`src/rtl/muu_value_set512.sv`:
```
// muu_value_set512 -- value-write stage of the muu pipeline.
//
// Accepts a request descriptor plus the matching 512-bit value stream. Write
// opcodes (SETCUR / SETNEXT / FLIPPOINT with len != 0) are split into burst
// write commands of at most MAX_BURST beats, each followed by its data beats.
// When the whole value has reached the store, the descriptor is forwarded
// downstream. Every other descriptor passes straight through.
//
// A stream that ends early is padded with zero beats. A stream that runs long
// is drained. Both cases flag output_error.
//
// Ports:
//   clk, rst                          clock, asynchronous active-high reset
//   input_data/valid/ready            descriptor in (ready is a 1-cycle pulse)
//   value_data/valid/last/ready       value stream in
//   wr_cmd_addr/beats/valid/ready     burst write command out
//   wr_data/valid/ready               write data beats out
//   output_data/error/valid/ready     descriptor out with error flag
//
// state    | meaning
// ---------+-----------------------------------------------------------
// ST_IDLE  | waiting for a descriptor
// ST_CMD   | presenting a burst command
// ST_DATA  | moving value beats into the write data register
// ST_PAD   | stream ended early, emitting zero beats
// ST_DRAIN | stream ran long, discarding beats through value_last
// ST_FLUSH | waiting for the final write beat to be taken
// ST_DONE  | presenting the descriptor downstream

module muu_value_set512 #(
    parameter int KEY_WIDTH    = 128,
    parameter int HEADER_WIDTH = 42,
    parameter int META_WIDTH   = 96,
    parameter int MEMORY_WIDTH = 512,
    parameter int MAX_BURST    = 16
) (
    input  logic                                        clk,
    input  logic                                        rst,
    input  logic [KEY_WIDTH+HEADER_WIDTH+META_WIDTH-1:0] input_data,
    input  logic                                        input_valid,
    output logic                                        input_ready,
    input  logic [MEMORY_WIDTH-1:0]                     value_data,
    input  logic                                        value_valid,
    input  logic                                        value_last,
    output logic                                        value_ready,
    output logic [31:0]                                 wr_cmd_addr,
    output logic [7:0]                                  wr_cmd_beats,
    output logic                                        wr_cmd_valid,
    input  logic                                        wr_cmd_ready,
    output logic [MEMORY_WIDTH-1:0]                     wr_data,
    output logic                                        wr_data_valid,
    input  logic                                        wr_data_ready,
    output logic [KEY_WIDTH+HEADER_WIDTH+META_WIDTH-1:0] output_data,
    output logic                                        output_error,
    output logic                                        output_valid,
    input  logic                                        output_ready
);

    localparam int DESC_W   = KEY_WIDTH + HEADER_WIDTH + META_WIDTH;
    localparam int ADDR_LSB = KEY_WIDTH + META_WIDTH;
    localparam int LEN_LSB  = ADDR_LSB + 32;
    localparam int OP_LSB   = KEY_WIDTH + META_WIDTH - 8;
    localparam logic [7:0] MAX_B = 8'(MAX_BURST);

    // Opcode values shared with the rest of the muu pipeline.
    localparam logic [3:0] HTOP_SETCUR    = 4'd1;
    localparam logic [3:0] HTOP_SETNEXT   = 4'd2;
    localparam logic [3:0] HTOP_FLIPPOINT = 4'd3;

    typedef enum logic [2:0] {
        ST_IDLE, ST_CMD, ST_DATA, ST_PAD, ST_DRAIN, ST_FLUSH, ST_DONE
    } state_t;

    state_t             state;
    logic [DESC_W-1:0]  desc;
    logic               err;
    logic               pad;
    logic [31:0]        cur_addr;
    logic [7:0]         cmd_left;
    logic [7:0]         data_left;
    logic [7:0]         burst_cnt;

    logic [31:0] in_addr;
    logic [9:0]  in_len;
    logic [3:0]  in_op;
    logic [7:0]  in_beats;
    logic [7:0]  in_burst;
    logic [7:0]  next_burst;
    logic        in_write;
    logic        data_slot;

    assign in_addr    = input_data[ADDR_LSB +: 32];
    assign in_len     = input_data[LEN_LSB +: 10];
    assign in_op      = input_data[OP_LSB +: 4];
    // len is in 64-bit words; eight of them make one 512-bit beat.
    assign in_beats   = 8'((11'(in_len) + 11'd7) >> 3);
    assign in_burst   = (in_beats > MAX_B) ? MAX_B : in_beats;
    assign next_burst = (cmd_left > MAX_B) ? MAX_B : cmd_left;
    assign in_write   = ((in_op == HTOP_SETCUR) || (in_op == HTOP_SETNEXT) ||
                         (in_op == HTOP_FLIPPOINT)) && (in_len != 10'd0);

    assign data_slot   = !wr_data_valid || wr_data_ready;
    assign value_ready = ((state == ST_DATA) && data_slot) || (state == ST_DRAIN);
    assign output_data = desc;

    always_ff @(posedge clk or posedge rst) begin
        if (rst) begin
            state         <= ST_IDLE;
            desc          <= '0;
            err           <= 1'b0;
            pad           <= 1'b0;
            cur_addr      <= '0;
            cmd_left      <= '0;
            data_left     <= '0;
            burst_cnt     <= '0;
            input_ready   <= 1'b0;
            wr_cmd_addr   <= '0;
            wr_cmd_beats  <= '0;
            wr_cmd_valid  <= 1'b0;
            wr_data       <= '0;
            wr_data_valid <= 1'b0;
            output_error  <= 1'b0;
            output_valid  <= 1'b0;
        end else begin
            input_ready <= 1'b0;
            // The data register may drain in any state; a new load below wins.
            if (wr_data_valid && wr_data_ready) wr_data_valid <= 1'b0;

            case (state)
                ST_IDLE: begin
                    if (input_valid && !output_valid) begin
                        desc        <= input_data;
                        input_ready <= 1'b1;
                        err         <= 1'b0;
                        pad         <= 1'b0;
                        if (in_write) begin
                            cur_addr     <= in_addr;
                            cmd_left     <= in_beats;
                            data_left    <= in_beats;
                            wr_cmd_valid <= 1'b1;
                            wr_cmd_addr  <= in_addr;
                            wr_cmd_beats <= in_burst;
                            state        <= ST_CMD;
                        end else begin
                            output_valid <= 1'b1;
                            output_error <= 1'b0;
                            state        <= ST_DONE;
                        end
                    end
                end

                ST_CMD: begin
                    if (wr_cmd_ready) begin
                        wr_cmd_valid <= 1'b0;
                        cur_addr     <= cur_addr + 32'(wr_cmd_beats);
                        cmd_left     <= cmd_left - wr_cmd_beats;
                        burst_cnt    <= wr_cmd_beats;
                        state        <= pad ? ST_PAD : ST_DATA;
                    end
                end

                ST_DATA: begin
                    if (value_valid && value_ready) begin
                        wr_data       <= value_data;
                        wr_data_valid <= 1'b1;
                        burst_cnt     <= burst_cnt - 8'd1;
                        data_left     <= data_left - 8'd1;
                        if (data_left == 8'd1) begin
                            if (value_last) begin
                                state <= ST_FLUSH;
                            end else begin
                                err   <= 1'b1;
                                state <= ST_DRAIN;
                            end
                        end else if (value_last) begin
                            err   <= 1'b1;
                            pad   <= 1'b1;
                            state <= ST_PAD;
                        end else if (burst_cnt == 8'd1) begin
                            wr_cmd_valid <= 1'b1;
                            wr_cmd_addr  <= cur_addr;
                            wr_cmd_beats <= next_burst;
                            state        <= ST_CMD;
                        end
                    end
                end

                ST_PAD: begin
                    // burst_cnt is zero here only when the short stream ended
                    // exactly on a burst boundary.
                    if (burst_cnt == 8'd0) begin
                        wr_cmd_valid <= 1'b1;
                        wr_cmd_addr  <= cur_addr;
                        wr_cmd_beats <= next_burst;
                        state        <= ST_CMD;
                    end else if (data_slot) begin
                        wr_data       <= '0;
                        wr_data_valid <= 1'b1;
                        burst_cnt     <= burst_cnt - 8'd1;
                        data_left     <= data_left - 8'd1;
                        if (data_left == 8'd1) begin
                            state <= ST_FLUSH;
                        end else if (burst_cnt == 8'd1) begin
                            wr_cmd_valid <= 1'b1;
                            wr_cmd_addr  <= cur_addr;
                            wr_cmd_beats <= next_burst;
                            state        <= ST_CMD;
                        end
                    end
                end

                ST_DRAIN: begin
                    if (value_valid && value_last) state <= ST_FLUSH;
                end

                ST_FLUSH: begin
                    if (!wr_data_valid) begin
                        output_valid <= 1'b1;
                        output_error <= err;
                        state        <= ST_DONE;
                    end
                end

                ST_DONE: begin
                    if (output_ready) begin
                        output_valid <= 1'b0;
                        state        <= ST_IDLE;
                    end
                end

                default: state <= ST_IDLE;
            endcase
        end
    end

endmodule

```
`config.mk`:
```
export PLATFORM = sky130hd
export DESIGN_NAME = muu_value_set512
export DESIGN_NICKNAME = d
export VERILOG_FILES = /design/src/rtl/muu_value_set512.sv
export SDC_FILE = /design/constraint.sdc
export NUM_CORES = 2
export LEC_CHECK = 0
export ABC_AREA = 1
export BUFFER_PORTS_ARGS = -buffer_cell sky130_fd_sc_hd__buf_4
export CORE_AREA = 4 4 632 634
export DETAILED_ROUTE_END_ITERATION = 8
export DIE_AREA = 0 0 636 638
export PLACE_DENSITY = 0.32
export RECOVER_POWER = 100
export SLEW_MARGIN = 10
export SYNTH_ARGS = -nofsm -noshare
export SYNTH_HDL_FRONTEND = slang
export SYNTH_SLANG_ARGS = --single-unit
```
`constraint.sdc`:
```
create_clock -name clk -period 29.2 [get_ports clk]
set_input_delay 1.46 -clock clk [delete_from_list [all_inputs] [get_ports clk]]
set_output_delay 1.46 -clock clk [all_outputs]
set_load 0.02 [all_outputs]
```
======== Yosys cells after proc, flatten, opt, wreduce, memory -nomap -nowiden ========
Index checks and enable logic that the tools add are counted.
storage, ports and cells
  output and inout port bits .............. 824
  flip-flop bits (word level) ............. 884
cells by class
  reductions and logical operators ........ 35
  equal/unequal tests ..................... 28
  multiplexer cells ....................... 93
  order comparisons ....................... 2
  $add $sub $neg .......................... 5
operators by type and width
  cell                                                                             count
  512-bit 2-to-1 mux                                                               3
  512-bit one-hot mux with 2 select lines                                          1
  32-bit 2-to-1 mux                                                                10
  8-bit 2-to-1 mux                                                                 21
  32-bit one-hot mux with 3 select lines                                           1
  8-bit one-hot mux with 3 select lines                                            3
  32-bit one-hot mux with 2 select lines                                           1
  3-bit 2-to-1 mux                                                                 13
  32-bit by 8-bit adder with 32-bit output                                         1
  1-bit 2-to-1 mux                                                                 32
  2-bit != test, second input constant                                             11
  3-bit one-hot mux with 7 select lines                                            1
  5-bit AND reduction                                                              4
  8-bit by 1-bit equality test with 1-bit output, second input constant            2
  8-bit by 5-bit greater-than comparator with 1-bit output, second input constant  2
  8-bit one-hot mux with 2 select lines                                            1
  8-bit by 1-bit subtractor with 8-bit output, second input constant               2
  4-bit AND reduction                                                              3
  10-bit by 3-bit adder with 11-bit output, second input constant                  1
  10-bit nonzero test                                                              1
  3-bit equality test, second input constant                                       3
  3-bit != test, second input constant                                             3
  9-bit AND reduction                                                              1
  3-bit nonzero test                                                               3
  21 further kinds                                                                 39

======== Logic depth before layout (Yosys ltp) ========
  word-level depth ........................ 7
  mapped depth ............................ 13

======== Worst setup path after synthesis ========
Ideal clock, no wire load.
  path kind ............................... in2out
  start ................................... input port wr_data_ready
  end ..................................... output port value_ready
  stages .................................. 4
  path buffers ............................ 0
  path slack .............................. 25960 ps
  data arrival time ....................... 1780 ps
  cell sequence ........................... inv_1 -> nand2_1 -> nand3_1 -> nand2_2
between the ends
  word-level cells in the longest chain between the ends .. 3
ends and longest elaborated chain
  item               RTL line  text
  start, declared    52        input logic wr_data_ready,
  1-bit logical OR   102       assign data_slot = !wr_data_valid || wr_data_ready;
  1-bit logical AND  103       assign value_ready = ((state == ST_DATA) && data_slot) || (state == ST_DRAIN);
  1-bit logical OR   103
  end, declared      45        output logic value_ready,
No other way between the ends.

======== Final worst setup path ========
  start ................................... register state[2]
  end ..................................... register wr_data[194]
between the ends
  word-level cells in the longest chain between the ends .. 6
ends and longest elaborated chain
  item                                                RTL line  text
  start, declared                                     74        state_t state;
  start signal, assigned                              158       state <= pad ? ST_PAD : ST_DATA;
  3-bit by 2-bit equality test with 1-bit output      103, 129
  1-bit logical AND                                   103
  1-bit logical OR                                    103
  1-bit logical AND                                   163       if (value_valid && value_ready) begin
  2-bit by 1-bit != test with 1-bit output (no line)  n/a
  4-bit AND reduction (no line)                       n/a
  end signal, assigned                                164       wr_data <= value_data;
  end, declared                                       50        output logic [MEMORY_WIDTH-1:0] wr_data,
Parallel ways exist; a longest one is shown, timed or not.
A chain may end at the register's enable or synchronous reset.

==> flow_metrics.tcl <==
set metrics [dict create \
    drive_gt1_share_pct 17.4 \
    nets 6775 \
    initial_core_util_pct 9.70 \
    finalCritPeriodShare_pct 55.2 \
    first_pass_iters 7 \
    worstMarginPinSlew_ps 9720 \
    cts-resized-gates 0 \
    cp.buffers_inverters 4 \
    synth_edf_count 0 \
    drt-initial-drc-count 2803 \
    die_w_um 636 \
    fin_crit_ps 16120 \
    synthArstFlopShare_pct 100 \
    crit_required_ps 29960 \
    hold_violations 0 \
    first_global_vias 40600 \
    power_density_nw_per_um2 139 \
    cpMaxStageDelayCell "clkbuf_1" \
    path_cells "inv_1 > nand3_1 > nand2_1 > clkinvlp_2 > clkbuf_1 > clkbuf_1 > o21ai_0 > nand2_1" \
    clockRootBuffer "clkbuf_16" \
    drc 0 \
    ys.flop_type "dfrtp_1" \
    yosysSeqAreaShare_pct 57.9 \
    grt.overflow.total 0 \
    synth_cell_types 41 \
    critPathMaxFanout 188 \
    insertion_delay_ps 850 \
    area_growth_pct 50.0 \
    portBuffers 1609 \
    rsz0062_at_grt "false" \
    syn_inst 4496 \
    h-tree-depth 4 \
    ys_seq_elements 884 \
    slew_headroom_pct -548 \
    wl_um 352000 \
    max_stage_delay_ps 6770 \
    cts_buffers 139 \
    setup_viol 0 \
    synth_area_leaders "dfrtp_1, nand2_1, o21ai_0, nand3_1, clkbuf_1" \
    setup_slack_ps 13080 \
    num_rows 231 \
    syn_nets 5304 \
    p_leak_nw 26.5 \
    wire_per_inst_um 31.0 \
    r2r_slack_ps 13080 \
    core_um2 394000 \
    pin_count 1610 \
    path_class "reg -> reg" \
    dp_hpwl_um 289000 \
    place_ws_ps 22810 \
    cts_buffer_depth 4 \
    path_clk_slew_ps 60 \
    final_max_slew_viol_count 1596 \
    grt_pass1_wl_um 449000 \
    fp.dieArea_um2 406000 \
    cts_tree "yes" \
    netlist.area_leader.share_pct 57.9 \
    ir_drop_mv 0.0836 \
    crit_family "buffers and inverters" \
    status "complete, but fails checks" \
    clock-sinks 884 \
    fin_skew_ps 51.4 \
    drtAntennaViolNets 0 \
    syn_area_um2 38200 \
    ys_top_cells_by_count "nand2_1, dfrtp_1, o21ai_0" \
    routabilityCongestion 0.908 \
    startpoint_type "flop" \
    violations "max-capacitance violations, max-slew violations" \
    yosysWarnings 0 \
    yosysMostFrequentCell "nand2_1" \
    vias_per_cell 3.53 \
    fp.dieH_um 638 \
    arrival_ps 16880 \
    maxCapViolCount 22 \
    synth_top_cell_by_area "dfrtp_1" \
    antenna_found_initial 128 \
    tns_ps 0 \
    avgSynthCellArea_um2 8.50 \
    vias 40100 \
    hp-class "reg -> reg" \
    grt_max_degree 189 \
    track_usage_pct 16.6 \
    end_kind "flop" \
    postCtsSetupBuffers 0 \
    timing.fmax_mhz 62.0 \
    cts_hold_buf 0 \
]
[per-layer routing]
layer	global-route usage, %	vias to the layer above	routed length [um]
met3	6.52	458	35100
met4	4.49	42	14400
met5	0	-	471
met1	18.8	20200	132000
met2	29.0	1557	170000
li1	-	17800	-
[final cells by class]
type                       count  area (um2)
tap                         5242        6560
clock inverter                56         751
multi-input combinational   3127       14000
inverter                     160         604
antenna                       33        82.6
clock buffer                 189        3940
timing repair buffer        1655        9310
sequential                   884       22100
fill                       45600      337000
[sequential cells by signal, summed over array words and instances (netlist names), 3 cells and up]
signal,flops
data_left,8
wr_data,512
cur_addr,32
wr_cmd_addr,32
burst_cnt,8
output_data,266
cmd_left,8
state,3
wr_cmd_beats,8
[per-stage QoR]
step | power [W] | utilization, % | hold WS (ps) | area [um2] | instances
after global placement | 0.00675 | 14.2 | 457 | 55800 | 11100
after global routing | 0.00853 | 14.5 | 485 | 57300 | 11300
after detailed placement | 0.00675 | 14.2 | 459 | 55800 | 11100
after CTS | 0.00862 | 15.4 | 475 | 60500 | 11300
final | 0.00797 | 14.5 | 468 | 57300 | 11300
after floorplan | 0.00420 | - | 463 | 38200 | 4496
[report_power, final]
| part | internal, W | leakage, nW | switching [W] | total [W] |
|---|---|---|---|---|
| Combinational | 0.000819 | 13.1 | 0.00312 | 0.00394 |
| Sequential | 0.00181 | 11.1 | 0.000430 | 0.00224 |
| Clock | 0.00107 | 2.30 | 0.000719 | 0.00179 |
[cells in the final DEF (no fill, tap or decap), drive strengths merged, types with 20 or more instances in the layout]
| cell | Yosys | layout |
|---|---|---|
| nand3 | 613 | 613 |
| diode | 0 | 33 |
| clkbuf | 227 | 1031 |
| nand4 | 23 | 23 |
| ha | 20 | 20 |
| a21oi | 69 | 69 |
| nor2 | 94 | 94 |
| o21ai | 693 | 693 |
| clkinv | 0 | 32 |
| buf | 98 | 813 |
| inv | 160 | 163 |
| o22ai | 23 | 23 |
| dfrtp | 884 | 884 |
| nand2 | 1544 | 1544 |
[path summary, 6_finish.rpt]
check                                        startpoint                      endpoint  cells past startpoint
max                                state[2]$_DFFE_PP0P_      wr_data[194]$_DFFE_PP0P_                      8
min                        output_data[163]$_DFFE_PP0P_  output_data[163]$_DFFE_PP0P_                      2
max reg2reg                        state[2]$_DFFE_PP0P_      wr_data[194]$_DFFE_PP0P_                      8
min reg2reg                output_data[163]$_DFFE_PP0P_  output_data[163]$_DFFE_PP0P_                      2
max in group asynchronous                           rst  output_data[175]$_DFFE_PP0P_                      4
min in group asynchronous                           rst      wr_data[136]$_DFFE_PP0P_                      2
[logic make-up after synthesis]
logic type	share of synthesized area, %
simple gates	25.0
flops	57.9
compound gates	10.6
buf+inv	5.54
fa+ha+maj	0.759
xor+xnor	0.206
[worst min-delay path: cells and delay by family, from the launching register on]
kind,cells,cell delay (ps)
AND/OR/NAND/NOR,2,90
flip-flops,1,340
(Power assumes the default switching activity.)
